`src/rtl/spi_master_pkg.sv`:
```
// Shared definitions for the trigger-board SPI master: FSM encoding, frame geometry, frame builder.
package opentrig_spi_pkg;

    localparam logic [2:0] ST_IDLE  = 3'd0;
    localparam logic [2:0] ST_SETUP = 3'd1;
    localparam logic [2:0] ST_SHIFT = 3'd2;
    localparam logic [2:0] ST_HOLD  = 3'd3;
    localparam logic [2:0] ST_GAP   = 3'd4;

    typedef enum logic [2:0] {
        IDLE  = ST_IDLE,
        SETUP = ST_SETUP,
        SHIFT = ST_SHIFT,
        HOLD  = ST_HOLD,
        GAP   = ST_GAP
    } spi_state_t;

    localparam int         SPI_FRAME_BITS  = 16;
    localparam int         SPI_WR_FLAG_BIT = 15;
    localparam logic [7:0] SPI_READ_FILL   = 8'h00;

    // {write flag, 7-bit address, data byte}; reads send the fill byte while the peer answers.
    function automatic logic [SPI_FRAME_BITS-1:0] build_frame(input logic       write,
                                                              input logic [6:0] addr,
                                                              input logic [7:0] wdata);
        logic [SPI_FRAME_BITS-1:0] f;
        f = '0;
        f[SPI_WR_FLAG_BIT] = write;
        f[SPI_WR_FLAG_BIT-1 -: 7] = addr;
        f[7:0] = write ? wdata : SPI_READ_FILL;
        return f;
    endfunction

endpackage

```
`src/rtl/spi_master_if.sv`:
```
// Command/response handshake between a register client and the SPI master.
interface spi_master_if;
    logic       cmd_valid;
    logic       cmd_ready;
    logic       cmd_write;
    logic [6:0] cmd_addr;
    logic [7:0] cmd_wdata;
    logic       rsp_valid;
    logic [7:0] rsp_rdata;
    logic       busy;

    modport master (
        output cmd_valid, cmd_write, cmd_addr, cmd_wdata,
        input  cmd_ready, rsp_valid, rsp_rdata, busy
    );

    modport slave (
        input  cmd_valid, cmd_write, cmd_addr, cmd_wdata,
        output cmd_ready, rsp_valid, rsp_rdata, busy
    );
endinterface

```
`src/rtl/spi_master_clk_div.sv`:
```
// Half-period timer: one-cycle tick every CLK_DIV cycles while enabled, held at zero when disabled.
module spi_clk_div #(
    parameter int CLK_DIV = 4
) (
    input  logic clk,
    input  logic global_reset_n,
    input  logic en,
    output logic tick
);
    localparam logic [7:0] LAST = 8'(CLK_DIV - 1);

    logic [7:0] cnt;

    always_ff @(posedge clk or negedge global_reset_n) begin
        if (!global_reset_n) begin
            cnt <= '0;
        end else if (!en || cnt == LAST) begin
            cnt <= '0;
        end else begin
            cnt <= cnt + 8'd1;
        end
    end

    assign tick = en && (cnt == LAST);
endmodule

```
`src/rtl/spi_master.sv`:
```
// SPI mode-0 register master: one 16-bit frame per command, second-byte MISO returned on rsp_valid.
// Build option SPI_MISO_SYNC_EN adds a 2-flop MISO synchroniser (requires CLK_DIV >= 3).
module spi_master
    import opentrig_spi_pkg::*;
#(
    parameter int CLK_DIV  = 4,
    parameter int CS_SETUP = 2,
    parameter int CS_HOLD  = 2
) (
    input  logic        clk,
    input  logic        global_reset_n,
    spi_master_if.slave cmd,
    output logic        spi_clk,
    output logic        spi_cs,
    output logic        spi_mosi,
    input  logic        spi_miso
);
    localparam logic [9:0] SETUP_LAST = 10'(CS_SETUP - 1);
    localparam logic [9:0] HOLD_LAST  = 10'(CS_HOLD - 1);
    localparam logic [9:0] GAP_END    = 10'(2 * CLK_DIV);
    localparam logic [3:0] LAST_BIT   = 4'(SPI_FRAME_BITS - 1);

    if (CLK_DIV < 2 || CLK_DIV > 255) begin : g_bad_div
        $error("spi_master: CLK_DIV must be in 2..255");
    end
    if (CS_SETUP < 1 || CS_HOLD < 1) begin : g_bad_cs
        $error("spi_master: CS_SETUP and CS_HOLD must be at least 1");
    end

    spi_state_t                  state;
    logic [9:0]                  cnt;
    logic [3:0]                  bit_cnt;
    logic [SPI_FRAME_BITS-2:0]   shreg;
    logic [7:0]                  staging;
    logic                        rsp_valid;
    logic [7:0]                  rsp_rdata;
    logic                        busy;
    logic [SPI_FRAME_BITS-1:0]   frame_in;
    logic                        tick;
    logic                        take;
    logic                        capture;
    logic                        miso_s;

    assign frame_in = build_frame(cmd.cmd_write, cmd.cmd_addr, cmd.cmd_wdata);

    spi_clk_div #(.CLK_DIV(CLK_DIV)) u_div (
        .clk            (clk),
        .global_reset_n (global_reset_n),
        .en             (state == SHIFT),
        .tick           (tick)
    );

    // Rising edge of spi_clk during the second byte (bit_cnt 8..15).
    assign take = (state == SHIFT) && tick && !spi_clk && bit_cnt[3];

`ifdef SPI_MISO_SYNC_EN
    if (CLK_DIV < 3) begin : g_sync_div
        $error("spi_master: SPI_MISO_SYNC_EN requires CLK_DIV >= 3");
    end

    logic miso_p1, miso_p2;
    logic take_p1, take_p2;

    always_ff @(posedge clk or negedge global_reset_n) begin
        if (!global_reset_n) begin
            miso_p1 <= 1'b0;
            miso_p2 <= 1'b0;
            take_p1 <= 1'b0;
            take_p2 <= 1'b0;
        end else begin
            miso_p1 <= spi_miso;
            miso_p2 <= miso_p1;
            take_p1 <= take;
            take_p2 <= take_p1;
        end
    end

    assign miso_s  = miso_p2;
    assign capture = take_p2;
`else
    assign miso_s  = spi_miso;
    assign capture = take;
`endif

    always_ff @(posedge clk or negedge global_reset_n) begin
        if (!global_reset_n) begin
            state     <= IDLE;
            cnt       <= '0;
            bit_cnt   <= '0;
            shreg     <= '0;
            staging   <= '0;
            spi_clk   <= 1'b0;
            spi_cs    <= 1'b1;
            spi_mosi  <= 1'b0;
            rsp_valid <= 1'b0;
            rsp_rdata <= '0;
            busy      <= 1'b0;
        end else begin
            rsp_valid <= 1'b0;
            if (capture) begin
                staging <= {staging[6:0], miso_s};
            end
            case (state)
                IDLE: begin
                    if (cmd.cmd_valid) begin
                        shreg    <= frame_in[SPI_FRAME_BITS-2:0];
                        spi_mosi <= frame_in[SPI_FRAME_BITS-1];
                        spi_cs   <= 1'b0;
                        busy     <= 1'b1;
                        cnt      <= '0;
                        bit_cnt  <= '0;
                        state    <= SETUP;
                    end
                end
                SETUP: begin
                    if (cnt == SETUP_LAST) begin
                        cnt   <= '0;
                        state <= SHIFT;
                    end else begin
                        cnt <= cnt + 10'd1;
                    end
                end
                SHIFT: begin
                    if (tick) begin
                        if (!spi_clk) begin
                            spi_clk <= 1'b1;
                        end else begin
                            spi_clk <= 1'b0;
                            if (bit_cnt == LAST_BIT) begin
                                spi_mosi <= 1'b0;
                                cnt      <= '0;
                                state    <= HOLD;
                            end else begin
                                bit_cnt  <= bit_cnt + 4'd1;
                                spi_mosi <= shreg[SPI_FRAME_BITS-2];
                                shreg    <= {shreg[SPI_FRAME_BITS-3:0], 1'b0};
                            end
                        end
                    end
                end
                HOLD: begin
                    if (cnt == HOLD_LAST) begin
                        spi_cs <= 1'b1;
                        cnt    <= '0;
                        state  <= GAP;
                    end else begin
                        cnt <= cnt + 10'd1;
                    end
                end
                GAP: begin
                    // The response cycle is still GAP so no command can be accepted alongside it.
                    if (rsp_valid) begin
                        busy  <= 1'b0;
                        cnt   <= '0;
                        state <= IDLE;
                    end else if (cnt == GAP_END) begin
                        rsp_valid <= 1'b1;
                        rsp_rdata <= staging;
                    end else begin
                        cnt <= cnt + 10'd1;
                    end
                end
                default: state <= IDLE;
            endcase
        end
    end

    assign cmd.cmd_ready = (state == IDLE);
    assign cmd.rsp_valid = rsp_valid;
    assign cmd.rsp_rdata = rsp_rdata;
    assign cmd.busy      = busy;
endmodule

```
`src/flat_wrapper.sv`:
```
// flat-port wrapper written by rule: the top's interface ports become plain ports
module spi_master_flat import opentrig_spi_pkg::*;
#(
    parameter int CLK_DIV  = 4,
    parameter int CS_SETUP = 2,
    parameter int CS_HOLD  = 2
)
  (clk, global_reset_n, spi_clk, spi_cs, spi_mosi, spi_miso, cmd_cmd_valid, cmd_cmd_write, cmd_cmd_addr, cmd_cmd_wdata, cmd_cmd_ready, cmd_rsp_valid, cmd_rsp_rdata, cmd_busy);
  spi_master_if cmd_i ();
  input  logic clk;
  input  logic global_reset_n;
  output logic spi_clk;
  output logic spi_cs;
  output logic spi_mosi;
  input  logic spi_miso;
  input wire logic [$bits(cmd_i.cmd_valid)-1:0] cmd_cmd_valid;
  input wire logic [$bits(cmd_i.cmd_write)-1:0] cmd_cmd_write;
  input wire logic [$bits(cmd_i.cmd_addr)-1:0] cmd_cmd_addr;
  input wire logic [$bits(cmd_i.cmd_wdata)-1:0] cmd_cmd_wdata;
  output wire logic [$bits(cmd_i.cmd_ready)-1:0] cmd_cmd_ready;
  output wire logic [$bits(cmd_i.rsp_valid)-1:0] cmd_rsp_valid;
  output wire logic [$bits(cmd_i.rsp_rdata)-1:0] cmd_rsp_rdata;
  output wire logic [$bits(cmd_i.busy)-1:0] cmd_busy;
  assign cmd_i.cmd_valid = cmd_cmd_valid;
  assign cmd_i.cmd_write = cmd_cmd_write;
  assign cmd_i.cmd_addr = cmd_cmd_addr;
  assign cmd_i.cmd_wdata = cmd_cmd_wdata;
  assign cmd_cmd_ready = cmd_i.cmd_ready;
  assign cmd_rsp_valid = cmd_i.rsp_valid;
  assign cmd_rsp_rdata = cmd_i.rsp_rdata;
  assign cmd_busy = cmd_i.busy;
  spi_master #(.CLK_DIV(CLK_DIV), .CS_SETUP(CS_SETUP), .CS_HOLD(CS_HOLD)) u_core (.clk(clk), .global_reset_n(global_reset_n), .cmd(cmd_i), .spi_clk(spi_clk), .spi_cs(spi_cs), .spi_mosi(spi_mosi), .spi_miso(spi_miso));
endmodule
```
`config.mk`:
```
export PLATFORM = sky130hd
export DESIGN_NAME = spi_master_flat
export DESIGN_NICKNAME = d
export VERILOG_FILES = /design/src/rtl/spi_master_pkg.sv /design/src/rtl/spi_master_if.sv /design/src/rtl/spi_master_clk_div.sv /design/src/rtl/spi_master.sv /design/src/flat_wrapper.sv
export SDC_FILE = /design/constraint.sdc
export NUM_CORES = 1
export LEC_CHECK = 0
export CAP_MARGIN = 20
export CORE_ASPECT_RATIO = 0.6
export CORE_MARGIN = 5
export CORE_UTILIZATION = 30
export CTS_BUF_LIST = sky130_fd_sc_hd__clkbuf_8 sky130_fd_sc_hd__clkbuf_16
export DETAILED_ROUTE_END_ITERATION = 10
export GPL_TIMING_DRIVEN = 0
export MAX_ROUTING_LAYER = met4
export SLEW_MARGIN = 20
export SYNTH_ARGS = -nofsm -noshare
export SYNTH_HDL_FRONTEND = slang
export SYNTH_SLANG_ARGS = --single-unit
```
`constraint.sdc`:
```
create_clock -name clk -period 2.2 [get_ports clk]
set_input_delay 0.44 -clock clk [delete_from_list [all_inputs] [get_ports clk]]
set_output_delay 0.44 -clock clk [all_outputs]
set_load 0.005 [all_outputs]
```
Word-level counts from Yosys, hierarchy flattened
Cells that the tools add are included.
W data, S select, Z words.
{ "word_totals": {"reg_bits": 61, "word_cells": 97, "input_bits": 20} }
{ "classes": {"n_eq_ne": 17, "muxes": 43, "n_reduce_logical": 21, "bitwise_logic": 1, "addsub": 3} }
{ "ops": {"columns": ["operator", "n"], "rows": [
  ["$mux W10", 7],
  ["$mux W15", 4],
  ["$pmux W10 S4", 1],
  ["$pmux W15 S2", 1],
  ["$mux W3", 7],
  ["$mux W4", 4],
  ["$mux W8", 2],
  ["$pmux W3 S5", 1],
  ["$mux W1", 12],
  ["$ne A2 B1 Y1 const B", 6],
  ["$add A10 B1 Y10 const B", 1],
  ["$eq A10 B1 Y1 const B", 1],
  ["$eq A10 B4 Y1 const B", 1],
  ["$reduce_and A3 Y1", 3],
  ["$add A8 B1 Y8 const B", 1],
  ["$eq A8 B2 Y1 const B", 1],
  ["$pmux W4 S2", 1],
  ["$reduce_and A7 Y1", 1],
  ["$eq A3 B2 Y1 const B", 2],
  ["$pmux W1 S2", 3],
  ["$reduce_and A6 Y1", 1],
  ["$reduce_bool A2 Y1", 3],
  ["$reduce_and A5 Y1", 1],
  ["$add A4 B1 Y4 const B", 1],
  ["other kinds (14)", 19]
]} }

Depth between registers and ports, before layout
{ "logic_depth": {"depth_word": 5, "depth_mapped": 9, "depth_no_buf": 7} }

Hierarchy
Synthesis repeated with hierarchy kept, for this count alone.
{ "hier_totals": {"cells_unflattened": 299, "area_unflattened_um2": 2971.6} }
{ "by_module_without_submodules": {"columns": ["module", "area_each_um2", "instances", "cells_each", "seq_area_each_um2"], "rows": [
  ["spi_master", 2572.5, 1, 260, 1327.5],
  ["spi_clk_div", 399.1, 1, 39, 200.2]
]} }

Worst setup path before layout
OpenSTA, ideal clock, no wires.
{ "synth_path": {"path_type": "flip-flop to flip-flop", "from": "reg u_core.cnt[0]", "to": "reg u_core.cnt[3]", "n_path_buf": 2, "arrival_ps": 1894, "setup_ps": 121, "stages_incl_launch_ff": 10, "slack_ps": 185, "cell_sequence": "dfrtp_1 -> inv_1 -> ha_1 -> and2_1 -> and4_1 -> buf_6 -> a2111oi_4 -> buf_6 -> o21ai_1 -> a22o_1"} }
{ "synth_via": {"elab_chain_len": 4, "word_cells_on_any_way": 9} }
{ "synth_lines": {"columns": ["element", "line_no", "text"], "rows": [
  ["start: declaration", "spi_master.sv:31", "logic [9:0] cnt;"],
  ["start signal: assignment", "spi_master.sv:120", "cnt <= cnt + 10'd1;"],
  ["start signal: assignment", "spi_master.sv:147", "cnt <= cnt + 10'd1;"],
  ["start signal: assignment", "spi_master.sv:160", "cnt <= cnt + 10'd1;"],
  ["$add A10 B1 Y10", "spi_master.sv:120, spi_master.sv:147, spi_master.sv:160", null],
  ["$mux W10", "spi_master.sv:156", "end else if (cnt == GAP_END) begin"],
  ["$mux W10", "spi_master.sv:152", "if (rsp_valid) begin"],
  ["$pmux W10 S4", "spi_master.sv:103", "case (state)"]
]} }
Several ways; a longest one is shown, not always the timed one. The select of a mux whose other input is x is not followed.
A chain may end at the register's enable or synchronous reset.

Final worst setup path
{ "layout_path": {"from": "reg u_core.state[1]", "to": "out cmd_cmd_ready"} }
{ "layout_via": {"elab_chain_len": 1} }
{ "layout_lines": {"columns": ["element", "line_no", "text"], "rows": [
  ["start: declaration", "spi_master.sv:30", "spi_state_t state;"],
  ["start signal: assignment", "spi_master.sv:87", "state <= IDLE;"],
  ["start signal: assignment", "spi_master.sv:112", "state <= SETUP;"],
  ["start signal: assignment", "spi_master.sv:118", "state <= SHIFT;"],
  ["$logic_not A3 Y1", "spi_master.sv:168", "assign cmd.cmd_ready = (state == IDLE);"],
  ["end: declaration", "flat_wrapper.sv:20", "output wire logic [$bits(cmd_i.cmd_ready)-1:0] cmd_cmd_ready;"]
]} }
Every way passes these cells.

==> metrics.cfg <==
[synthesis]
yosys.cell_count.top_type = dfrtp_1
synth_top_family_by_area = simple AND/OR/NAND/NOR gates
synth_fa_ha_area_share_pct = 2.10
synth_xor_area_share_pct = 2.64
ys.flop_type = dfrtp_1
yosysSeqAreaShare_pct = 51.2
synthArstFlopShare_pct = 100
ys_types = 48
synth-compound-area-share_pct = 13.5
yosysTopAreaCellShare_pct = 50.3
yosysWarnings = 0
yosys_register_bits = 61
synth.largest_area_cell = dfrtp_1
yosys.area_share.simple_pct = 20.2
synth_area_per_cell_um2 = 10.8
syn_area_um2 = 2980
yosys-top-cells-area = dfrtp_1 (50%), mux2_2 (6.4%), nor2_1 (3.9%), nand3_1 (3.2%), nand2_1 (2.8%)
synth.area.mux_share_pct = 6.75
synth-edff-count = 0
syn_nets = 300
synthTopCellsByCount = dfrtp_1 (60), nor2_1 (31), nand2_1 (22), nand3_1 (19), mux2_2 (17)
netlist_instances = 275

[floorplan]
start_util_pct = 30.5
core_um2 = 9770
pin_count = 34
die_x_um = 139
dieHeight_um = 87.2
rows = 28
die_area_um2 = 12100

[global_route]
grt_overflow = 0
antenna_found_initial = 0
grtUsageTotal_pct = 11.7
grt_pass1_vias = 2278
grt_max_degree = 44
grt_pass1_wl_um = 11000

[sta]
setup_viol = 0
max_clock_freq_mhz = 470
tightest_slew_ps = 757
period_share_pct = 96.8
slew_viol_final = 0
fin_skew_ps = 5.86
max_slew_margin_pct = 49.0
min_period_ps = 2130
hold_viol_final = 0

[finish]
diodes = 0
num-fill-cells = 942
layout-drive-gt1-share_pct = 23.4
nets = 353
area_delta_synth_final_pct = 31.3
fin_area_um2 = 3920

[placement]
dpl_cell_area_um2 = 3500
placement.io_buffers = 32
place_congestion = 0.811
dpl.hpwl_um = 4620

[critical_path]
crit_required_ps = 1760
path_cells = buf_4, nor3_4, clkdlybuf4s50_1
crit_slowest_cell = clkdlybuf4s50_1
path_max_fanout = 10
cpPeakStageDelay_ps = 540
crit_cells = 3
cp_num_buf_inv = 2
crit_family = buffers and inverters
cp-start-kind = flip-flop
crit_arrival_ps = 1690
r2r.worst_path.cells = 7
endpoint_kind = output pin
crit_type = flip-flop to output pin

[outcome]
status = finished clean

[detailed_routing]
wl_per_cell_um = 13.7
firstDrtPassIters = 4
drt_wl_total_um = 6430
via_per_inst = 4.73
drcViolationCount = 0
initialDrtViolationCount = 148
vias = 2215
route.antenna.remaining_nets = 0

[power]
powerDensity_nw_per_um2 = 1220
peakVddDrop_mv = 0.551
p_leak_nw = 1.76
power_mw = 4.77

[cts]
cts_sinks = 61
path_clk_slew_ps = 50
numCtsBuffers = 9
root_buffer = clkbuf_16
clk_latency_ps = 320
htreeDepth = 3
cts_tree = yes
clockBufferDepth = 2

[worst_hold_path]
whs_path_depth = 1
holdCritPathClass = flip-flop to flip-flop

[run]
drv_cap = 0

[final timing paths]
path                                startpoint                   to  slack [ps]
max in group asynchronous       global_reset_n        u_core.spi_cs        1120
min reg2reg                u_core.u_div.cnt[0]  u_core.u_div.cnt[0]         470
min in group asynchronous       global_reset_n  u_core.u_div.cnt[6]         540
max                            u_core.state[1]        cmd_cmd_ready          70
min                        u_core.u_div.cnt[0]  u_core.u_div.cnt[0]         470
max reg2reg                    u_core.state[0]        u_core.cnt[4]         100
[per-layer routing]
metal  GRT usage, %  wire, um
met1           14.9      3150
met5              -         0
met4           4.09        50
met3           3.68       260
met2           17.7      2970
[worst register-to-register path: cells and delay by family, from the launching register on]
| kind | cells | cell delay [ps] |
|---|---|---|
| compound gates | 5 | 1030 |
| buf+inv | 2 | 500 |
| flops | 1 | 470 |
[cell type report]
| class | instances | area, um2 | area share [%] |
|---|---|---|---|
| flip-flops and latches | 61 | 1530 | 39.0 |
| clock buffers | 9 | 225 | 5.75 |
| clock inverters | 7 | 73.8 | 1.88 |
| multi-input cells | 194 | 1390 | 35.5 |
| inverters | 6 | 22.5 | 0.575 |
| repair buffers | 42 | 418 | 10.7 |
| plain buffers | 14 | 91.3 | 2.33 |
| well taps | 135 | 169 | 4.31 |
[what timing repair did]
action                                  4_1_cts  5_1_grt
endpoints found under the setup margin        8       17
hold buffers                                  1        0
pin swaps                                     1        3
gates cloned                                  0        1
setup buffers                                 0        7
hold endpoints to repair                     18        0
resized for setup                             3       11
[cells by family (layout without fill, tap and decap cells)]
group                    count (synthesis)  count (layout)
multiplexers                            18              18
adder cells (fa/ha/maj)                  5               5
buffers and inverters                   20              78
XOR/XNOR                                 9               9
AO/OA/AOI/OAI                           50              50
AND/OR/NAND/NOR                        112             112
flip-flops                              61              61
[cell usage in the layout (no fill, tap or decap), types with 8 or more instances in the layout]
cell              n
clkdlybuf4s50_1  30
nand2_1          22
nor2_1           30
dfrtp_1          60
mux2_2           17
clkbuf_16         9
buf_4            13
a31oi_1           8
nand3_1          19
[report_power, final]
| group | switching (mW) | internal (mW) |
|---|---|---|
| clock | 0.509 | 0.879 |
| combinational | 1.00 | 0.845 |
| sequential | 0.175 | 1.37 |
[stage by stage]
stage | setup WS [ps] | util [%] | instances | TNS [ps] | hold slack (ps)
floorplan | 185 | - | 275 | 0 | 144
global placement | -1310 | 35.5 | 442 | -83300 | 448
detailed placement | -253 | 35.8 | 443 | -4200 | 333
CTS | 6.35 | 39.1 | 460 | 0 | 479
global route | -7.09 | 40.1 | 468 | -7.09 | 509
finish | 70.3 | 40.1 | 468 | 0 | 472
[registers in the layout, indices dropped and copies added, names as in the netlist, 3 cells and up]
name	flops
u_core.cnt	10
u_core.cmd.rsp_rdata	8
u_core.u_div.cnt	8
u_core.shreg	15
u_core.staging	8
u_core.state	3
u_core.bit_cnt	4
Note: power is estimated with default switching activity, not from simulation.
